File: src/rtl/dac_slew_output.sv
// DAC output stage: offset add, saturate to DAC width, slew-rate limit, and
// an IDLE/TRACK/RAMP state machine that ramps the output back to zero on disable.
module dac_slew_output #(
    parameter int S_AXIS_DATA_WIDTH = 16,
    parameter int DAC_WIDTH         = 14   // must not exceed S_AXIS_DATA_WIDTH
) (
    input  logic                         a_clk,
    input  logic                         a_rst,
    input  logic [S_AXIS_DATA_WIDTH-1:0] S_AXIS_tdata,
    input  logic                         S_AXIS_tvalid,
    input  logic [S_AXIS_DATA_WIDTH-1:0] offset,
    input  logic [DAC_WIDTH-1:0]         max_step,
    input  logic                         enable,
    input  logic                         hold,
    output logic [DAC_WIDTH-1:0]         M_AXIS_tdata,
    output logic                         M_AXIS_tvalid,
    output logic                         sat,
    output logic                         slewing,
    output logic [1:0]                   state
);
    localparam int SW = S_AXIS_DATA_WIDTH;
    localparam int DW = DAC_WIDTH;
    localparam int SH = SW - DW;

    typedef enum logic [1:0] {IDLE = 2'd0, TRACK = 2'd1, RAMP = 2'd2} state_e;

    state_e          state_q, state_d;
    logic [SW:0]     sum_q, sum_d;
    logic [DW-1:0]   tgt_q, tgt_d;
    logic [DW-1:0]   cur_q, cur_d;
    logic [2:0]      vld_q, vld_d;     // [0] stage 1, [1] stage 2, [2] output pulse
    logic            sat_q, sat_d;
    logic            slew_q, slew_d;

    logic            clip_hi, clip_lo;
    logic [SW-1:0]   sat_val;
    logic            en_chg, hold_eff, eval, limit;
    logic [DW-1:0]   step_tgt, cur_next;
    logic [DW:0]     diff, mag, step_ext, cur_ext, stepped_ext;

    always_comb begin
        // Stage 1: full-precision sum, one extra bit so it never wraps
        sum_d = sum_q;
        if (S_AXIS_tvalid)
            sum_d = {S_AXIS_tdata[SW-1], S_AXIS_tdata} + {offset[SW-1], offset};

        // Stage 2: clamp to input range, then keep the top DW bits (floor)
        clip_hi = !sum_q[SW] &&  sum_q[SW-1];
        clip_lo =  sum_q[SW] && !sum_q[SW-1];
        sat_val = sum_q[SW-1:0];
        if (clip_hi) sat_val = {1'b0, {(SW-1){1'b1}}};
        if (clip_lo) sat_val = {1'b1, {(SW-1){1'b0}}};
        tgt_d = vld_q[0] ? DW'($signed(sat_val) >>> SH) : tgt_q;

        // A state change this cycle takes precedence; hold applies afterwards
        en_chg   = (state_q == IDLE  &&  enable) ||
                   (state_q == TRACK && !enable) ||
                   (state_q == RAMP  &&  enable);
        hold_eff = hold && !en_chg;

        // Stage 3: slew limiter; |diff| > max_step keeps the result strictly
        // between cur and target, so the step can never leave the DW range
        step_tgt    = (state_q == RAMP) ? '0 : tgt_q;
        cur_ext     = {cur_q[DW-1], cur_q};
        step_ext    = {1'b0, max_step};
        diff        = {step_tgt[DW-1], step_tgt} - cur_ext;
        mag         = diff[DW] ? (~diff + 1'b1) : diff;
        limit       = (max_step != '0) && (mag > step_ext);
        stepped_ext = {step_tgt[DW-1], step_tgt};
        if (limit)
            stepped_ext = diff[DW] ? (cur_ext - step_ext) : (cur_ext + step_ext);
        cur_next    = DW'(stepped_ext);

        eval = !hold_eff && ((state_q == TRACK && vld_q[1]) ||
                             (state_q == RAMP  && !enable));

        cur_d    = cur_q;
        slew_d   = 1'b0;
        vld_d[2] = 1'b0;
        if (eval) begin
            cur_d    = cur_next;
            slew_d   = limit;
            vld_d[2] = 1'b1;
        end

        // Samples arriving while idle are dropped before they reach stage 2
        vld_d[0] = S_AXIS_tvalid && (state_q != IDLE);
        vld_d[1] = vld_q[0] && (state_q != IDLE);

        sat_d = sat_q;
        if (vld_q[0] && (state_q != IDLE) && (clip_hi || clip_lo))
            sat_d = 1'b1;

        state_d = state_q;
        unique case (state_q)
            IDLE: begin
                cur_d = '0;
                if (enable) begin
                    state_d = TRACK;
                    sat_d   = 1'b0;
                end
            end
            TRACK: if (!enable) state_d = RAMP;
            RAMP: begin
                if (enable)
                    state_d = TRACK;
                else if (eval && cur_next == '0)
                    state_d = IDLE;
            end
            default: state_d = IDLE;
        endcase
    end

    always_ff @(posedge a_clk) begin
        if (a_rst) begin
            state_q <= IDLE;
            sum_q   <= '0;
            tgt_q   <= '0;
            cur_q   <= '0;
            vld_q   <= '0;
            sat_q   <= 1'b0;
            slew_q  <= 1'b0;
        end else begin
            state_q <= state_d;
            sum_q   <= sum_d;
            tgt_q   <= tgt_d;
            cur_q   <= cur_d;
            vld_q   <= vld_d;
            sat_q   <= sat_d;
            slew_q  <= slew_d;
        end
    end

    assign M_AXIS_tdata  = cur_q;
    assign M_AXIS_tvalid = vld_q[2];
    assign sat           = sat_q;
    assign slewing       = slew_q;
    assign state         = state_q;
endmodule
File: config.mk
export PLATFORM = sky130hd
export DESIGN_NAME = dac_slew_output
export DESIGN_NICKNAME = d
export VERILOG_FILES = /design/src/rtl/dac_slew_output.sv
export SDC_FILE = /design/constraint.sdc
export NUM_CORES = 1
export LEC_CHECK = 0
export CAP_MARGIN = 20
export CORE_MARGIN = 2
export CORE_UTILIZATION = 38
export CTS_BUF_LIST = sky130_fd_sc_hd__clkbuf_16
export DETAILED_ROUTE_END_ITERATION = 8
export PLACE_DENSITY = 0.64
export SLEW_MARGIN = 0
export SYNTH_ARGS = -nofsm -noshare
export SYNTH_HDL_FRONTEND = slang
export SYNTH_SLANG_ARGS = --single-unit
File: constraint.sdc
create_clock -name a_clk -period 5.7 [get_ports a_clk]
set_clock_uncertainty 0.1 [all_clocks]
set_input_delay 1.71 -clock a_clk [delete_from_list [all_inputs] [get_ports a_clk]]
set_output_delay 1.71 -clock a_clk [all_outputs]
set_load 0.01 [all_outputs]
# == Word level (Yosys, flattened, before mapping) ==
# Index checks and enable logic that the tools add are counted.
# word_totals
reg_bits,52
in_bits,51
out_inout_bits,19
word_cells,65
# classes
n_addsub,5
order_cmp,1
n_eq_ne,5
n_mux,15
bitwise,2
reduce_logical,30
# ops
op,n
2-to-1 mux 14 bit,3
2-to-1 mux 16 bit,2
adder 16 x 16 -> 17 bit,1
"adder 15 x 1 -> 15 bit, second input constant",1
> comparator 15 x 14 -> 1 bit,1
2-to-1 mux 15 bit,1
NOT 15 bit,1
subtractor 14 x 14 -> 15 bit,1
adder 14 bit,1
logical AND 1 bit,14
logical NOT 14 bit,1
nonzero test 14 bit,1
subtractor 14 bit,1
2-to-1 mux 2 bit,4
one-hot mux 2 bit (3 select lines),1
logical NOT 1 bit,5
logical OR 1 bit,4
2-to-1 mux 1 bit,4
"!= test 2 bit, second input constant",2
OR reduction 2 bit,2
"!= test 3 x 2 -> 1 bit, second input constant",1
AND reduction 3 bit,1
"equality test 2 x 1 -> 1 bit, second input constant",1
"equality test 2 bit, second input constant",1
3 further kinds,3

# == Longest topological paths before layout ==
# depth
word_depth,14
depth_mapped,27

# == Worst setup path before layout ==
# OpenSTA, ideal clock, no wires.
# synth_timing
path_type,register to register
from,reg state_q[0] (netlist: state[0])
to,reg state_q[1] (netlist: state[1])
setup_time_ns,0.126
arrival_time_ns,5.220
required_time_ns,5.474
path_slack_ns,0.254
stages_incl_launch_ff,26
n_path_buf,4
cell_sequence,dfxtp_1 -> nand2b_1 -> buf_2 -> clkbuf_1 -> nand2_1 -> ha_1 -> inv_1 -> fa_1 -> a21oi_1 -> o221a_2 -> o21bai_1 -> a21o_1 -> and2_1 -> clkbuf_1 -> clkbuf_1 -> a21oi_1 -> fa_1 -> a211oi_1 -> o21bai_1 -> a21oi_1 -> xnor2_1 -> or4_1 -> nand4bb_1 -> or4_1 -> nor4_2 -> o31ai_1
# synth_between
elab_chain_len,13
word_cells_on_any_way,31
# synth_lines
element,line,rtl
start: declaration,27,"state_e state_q, state_d;"
start signal: assignment,124,state_q <= state_d;
equality test 2 bit,--,
2-to-1 mux 14 bit,63,step_tgt = (state_q == RAMP) ? '0 : tgt_q;
subtractor 14 x 14 -> 15 bit,66,"diff = {step_tgt[DW-1], step_tgt} - cur_ext;"
NOT 15 bit,67,mag = diff[DW] ? (~diff + 1'b1) : diff;
adder 15 x 1 -> 15 bit,67,
2-to-1 mux 15 bit,67,
> comparator 15 x 14 -> 1 bit,68,limit = (max_step != '0) && (mag > step_ext);
logical AND 1 bit,68,
2-to-1 mux 14 bit,70,if (limit)
logical NOT 14 bit,107,else if (eval && cur_next == '0)
logical AND 1 bit,107,
!= test 3 x 2 -> 1 bit (no source line),--,
AND reduction 3 bit (no source line),--,
# Several ways; a longest one is shown, not always the timed one.
# A chain may end at the register's enable or synchronous reset.

# == Worst setup path after layout ==
# layout_timing
from,in max_step[1]
to,reg state_q[1] (netlist: state[1])
# layout_between
elab_chain_len,7
word_cells_on_any_way,11
# layout_lines
element,line,rtl
start: declaration,12,"input logic [DAC_WIDTH-1:0] max_step,"
"adder 14 bit, or another cell as far along",71,stepped_ext = diff[DW] ? (cur_ext - step_ext) : (cur_ext + step_ext);
2-to-1 mux 14 bit or logical AND 1 bit (tied branches),"71, 68",
2-to-1 mux 14 bit (*),70,
logical NOT 14 bit (*),107,
logical AND 1 bit (*),107,
!= test 3 x 2 -> 1 bit (no source line) (*),--,
AND reduction 3 bit (no source line) (*),--,
# Mark *: on every way between the ends. The rest lies on a longest branch, timed or not.

==> metrics.log <==
[metrics] run status: finished clean
[metrics] maximum number of pins on one net before global-route repair: 37
[metrics] length of the first detailed-routing pass in iterations: 5
[metrics] classification of the worst setup path: in2reg
[metrics] most frequent cells in the layout: sky130_fd_sc_hd__nor2_1 (96), sky130_fd_sc_hd__clkdlybuf4s50_1 (69), sky130_fd_sc_hd__ha_1 (59), sky130_fd_sc_hd__inv_1 (52), sky130_fd_sc_hd__dfxtp_1 (50)
[metrics] wire length reported by the detailed router: roughly 14,000 um
[metrics] initial antenna violation count: 0
[metrics] number of flops mapped to enable cells by yosys: 0
[metrics] syn nets: 783
[metrics] Port Buf Inserts: between 60 and 70
[metrics] CP Launch Type: primary input
[metrics] global router's overall resource usage: 19.8%
[metrics] io pins: 70
[metrics] final cycle utilization of the critical path: 93.9%
[metrics] worst slew margin relative to its limit: 52.3%
[metrics] setup slack at placement: 0.0536 ns
[metrics] design internal power: 906 uW
[metrics] adder-cell share of the synthesized area: between 10% and 20%
[metrics] Unique masters post-synth: 67
[metrics] clock group share of total power: 23.6%
[metrics] Detail Route Antenna Nets: 0
[metrics] transition time at the pin with the least slew margin: between 0.7 and 0.8 ns
[metrics] synthesized-area fraction occupied by ao, oa, aoi and oai cells: between 20% and 30%
[metrics] global-route wire length before repair: 23,100 um
[metrics] Synthesis Warnings: 0
[metrics] Routed wire per std cell: 15.2 um
[metrics] H-tree Lvls: 2
[metrics] Pwr Density: 227 nW/um^2
[metrics] mean area per synthesized cell: 7.57 sq um
[metrics] endpoint of the lowest-slack register-to-register path: M_AXIS_tdata[0]
[metrics] final setup fails: 0
[metrics] final layout net count: 863
[metrics] most used flip-flop cell after synthesis: sky130_fd_sc_hd__dfxtp_1
[metrics] vias per std cell: roughly 5.3
[metrics] Max Root-Sink Buffers: 2
[metrics] unrepaired setup endpoints after global routing: no
[metrics] number of max-cap violations: 0
[metrics] setup total negative slack: 0 ns
[metrics] chip height: roughly 120 um
[metrics] initial core utilization: 38.5%
[metrics] commonest non-fill, non-tap cell in the layout: sky130_fd_sc_hd__nor2_1
[metrics] number of max-slew violations in the final report: 0
[metrics] maximum vdd ir drop: 0.150 mV
[metrics] startpoint of the most critical register-to-register path: state[0]
[metrics] Core ar.: around 13,000 sq um
[metrics] CP arrival: 5.42 ns
[metrics] xor/xnor cell area share of the yosys netlist: 9.35%
[metrics] start point of the critical path: max_step[1]
[metrics] R2R Setup Slk: approximately 0.4 ns
[metrics] Die Wd: 119 um
[metrics] Cells after Synth: 668
[metrics] row cnt: 42
[metrics] Logic pwr share: between 50% and 60%
[metrics] share of the yosys chip area belonging to registers: 19.8%
[metrics] net switching power figure: about 520 uW
[metrics] main combinational cell family by area after synthesis: simple AND/OR/NAND/NOR gates
[metrics] number of buffers inserted for hold repair after clock tree synthesis: 0
[metrics] synthesized cell area: 5060 sq um
[metrics] Max Fclk: 187 MHz
[metrics] minimum clock period: 5.35 ns
[metrics] Simple-Gate Fraction of Synth Area: 23.0%
[metrics] layout cell share with drive strength beyond 1: 7.88%
[metrics] Seq pwr share: 26.2%
[metrics] ys async rst share: 0%
[metrics] crit path to: state[1]
[metrics] Leakage Power: 0.00264 uW
[metrics] via count of the first global-routing pass: 4,834
[metrics] largest fanout on the critical path: 4
[metrics] HP Class: reg2reg
[metrics] number of vias in the routed layout: 4,921
[metrics] clock latency reported for the late side of the worst-skew pair: 0.29 ns
[metrics] final HPWL from detailed placement: between 10,000 and 15,000 um
[metrics] antenna cell count: 0
[metrics] cell at the root of the clock tree: sky130_fd_sc_hd__clkbuf_16
[metrics] total congestion overflow after global routing: 0
[metrics] final hold vios: 0
[metrics] placer congestion estimate: 0.894
[metrics] Starting DRT DRC Count: 189
[metrics] switching power as a share of total power: a little over a third
[metrics] Final Worst Setup Slack: 0.349 ns
[metrics] number of cells on the worst reg-to-reg path: 21
[metrics] clock tree from TritonCTS: built
[metrics] clock-pin slew of the registers on the worst-case setup and hold paths: 0.07 ns
[metrics] endpoint kind of the worst setup timing path: register
[metrics] number of CTS-inserted buffers: 5
[metrics] Critical Path RT: roughly 5.8 ns
[metrics] number of sinks on the clock net: 50
[metrics] Total Die Area: 14,200 sq um
[metrics] number of storage elements in the synthesis netlist: 50
[metrics] total DRC errors in the routed layout: 0
[metrics] growth of design area from synthesis to finish: 24.1%
[metrics] multiplexer fraction of the synthesized cell area: 4.43%
-- synth_stat cells (3+ instances only) --
library cell | instances | area [sq um]
sky130_fd_sc_hd__a211oi_1 | 17 | 128
sky130_fd_sc_hd__a21o_1 | 10 | 75.1
sky130_fd_sc_hd__a21oi_1 | 46 | 230
sky130_fd_sc_hd__and2_1 | 12 | 75.1
sky130_fd_sc_hd__buf_1 | 4 | 15.0
sky130_fd_sc_hd__buf_2 | 3 | 15.0
sky130_fd_sc_hd__clkbuf_1 | 16 | 60.1
sky130_fd_sc_hd__dfxtp_1 | 50 | 1000
sky130_fd_sc_hd__ha_1 | 62 | 776
sky130_fd_sc_hd__inv_1 | 51 | 191
sky130_fd_sc_hd__mux2i_1 | 19 | 190
sky130_fd_sc_hd__nand2_1 | 40 | 150
sky130_fd_sc_hd__nand2b_1 | 6 | 37.5
sky130_fd_sc_hd__nand3_1 | 13 | 65.1
sky130_fd_sc_hd__nand3b_1 | 4 | 30.0
sky130_fd_sc_hd__nand4_1 | 9 | 56.3
sky130_fd_sc_hd__nor2_1 | 96 | 360
sky130_fd_sc_hd__nor2b_1 | 7 | 43.8
sky130_fd_sc_hd__nor3_1 | 29 | 145
sky130_fd_sc_hd__nor4_1 | 5 | 31.3
sky130_fd_sc_hd__o211ai_1 | 10 | 75.1
sky130_fd_sc_hd__o21a_1 | 9 | 67.6
sky130_fd_sc_hd__o21ai_0 | 18 | 90.1
sky130_fd_sc_hd__o21ai_1 | 3 | 15.0
sky130_fd_sc_hd__o21bai_1 | 3 | 22.5
sky130_fd_sc_hd__o22ai_1 | 6 | 37.5
sky130_fd_sc_hd__o31ai_1 | 9 | 67.6
sky130_fd_sc_hd__o41ai_1 | 3 | 26.3
sky130_fd_sc_hd__or4_1 | 5 | 37.5
sky130_fd_sc_hd__xnor2_1 | 42 | 368
sky130_fd_sc_hd__xor2_1 | 12 | 105
-- worst max-delay path, cell delays in order --
cell and delay (ns):
sky130_fd_sc_hd__clkdlybuf4s50_1 0.44, sky130_fd_sc_hd__inv_1 0.14, sky130_fd_sc_hd__ha_1 0.19, sky130_fd_sc_hd__nand3_1 0.15
sky130_fd_sc_hd__or4_1 0.46, sky130_fd_sc_hd__o41ai_1 0.35, sky130_fd_sc_hd__xnor2_1 0.18, sky130_fd_sc_hd__ha_1 0.29
sky130_fd_sc_hd__and2_1 0.17, sky130_fd_sc_hd__a32oi_1 0.22, sky130_fd_sc_hd__nor2b_1 0.19, sky130_fd_sc_hd__xnor2_1 0.10
sky130_fd_sc_hd__or4_1 0.54, sky130_fd_sc_hd__nor4_2 0.20, sky130_fd_sc_hd__o31ai_1 0.09
-- final cells by class --
class / count / area [sq um]
multi-input combinational: 542 / 3790
clock buffer: 5 / 125
sequential: 50 / 1000
inverter: 52 / 195
fill: 1328 / 6860
timing repair buffer: 97 / 901
clock inverter: 3 / 41.3
tap: 176 / 220
-- cells by family (layout without fill, tap and decap cells) --
group | Yosys count | count (layout)
AO/OA/AOI/OAI | 160 | 160
buffers and inverters | 76 | 157
XOR/XNOR | 54 | 54
AND/OR/NAND/NOR | 242 | 242
multiplexers | 22 | 22
adder cells (fa/ha/maj) | 64 | 64
flip-flops | 50 | 50
-- registers in the layout, indices dropped and copies added (netlist names) --
name	cells
sum_q	15
vld_q	3
state	2
tgt_q	14
slewing	1
M_AXIS_tdata	14
sat	1
-- metrics by stage --
stage               cell area (sq um)  cells  power [uW]  utilization (%)  hold WS [ns]
global route                     6270    925        1520             47.8         0.403
global placement                 6080    916        1080             46.3         0.367
detailed placement               6080    916        1090             46.3         0.375
finish                           6270    925        1430             47.8         0.391
CTS                              6240    924        1430             47.5         0.391
floorplan                        5060    668         865                -         0.352
-- power groups by stage --
stage / registers [uW] / logic, uW / clock network (uW)
floorplan: 380 / 485 / 0
global placement: 381 / 694 / 0
detailed placement: 382 / 705 / 0
CTS: 374 / 710 / 344
global route: 376 / 791 / 357
finish: 374 / 716 / 336
-- routing by layer --
metal	vias to the layer above	part of all wire [%]	global-route usage [%]
li1	2541	-	-
met1	2220	45	24.4
met2	142	49	36.9
met3	18	4.7	2.39
met4	0	1.5	4.04
met5	-	0	0
-- timing repair --
| action | 4_1_cts | 5_1_grt |
|---|---|---|
| setup buffers | 0 | 1 |
| endpoints found under the setup margin | 0 | 12 |
| hold endpoints to repair | 0 | 0 |
| resized for setup | 0 | 7 |
-- worst min path at each step --
stage | from | endpoint | slack (ns) | cells past startpoint
after global routing | tgt_q[6] | tgt_q[6] | 0.40 | 2
after floorplan | tgt_q[10] | tgt_q[10] | 0.35 | 2
after CTS | vld_q[0] | tgt_q[13] | 0.39 | 1
final | tgt_q[6] | tgt_q[6] | 0.39 | 2
after global placement | tgt_q[6] | tgt_q[6] | 0.37 | 2
after detailed placement | tgt_q[6] | tgt_q[6] | 0.38 | 2
Note: power is estimated with default switching activity, not from simulation.
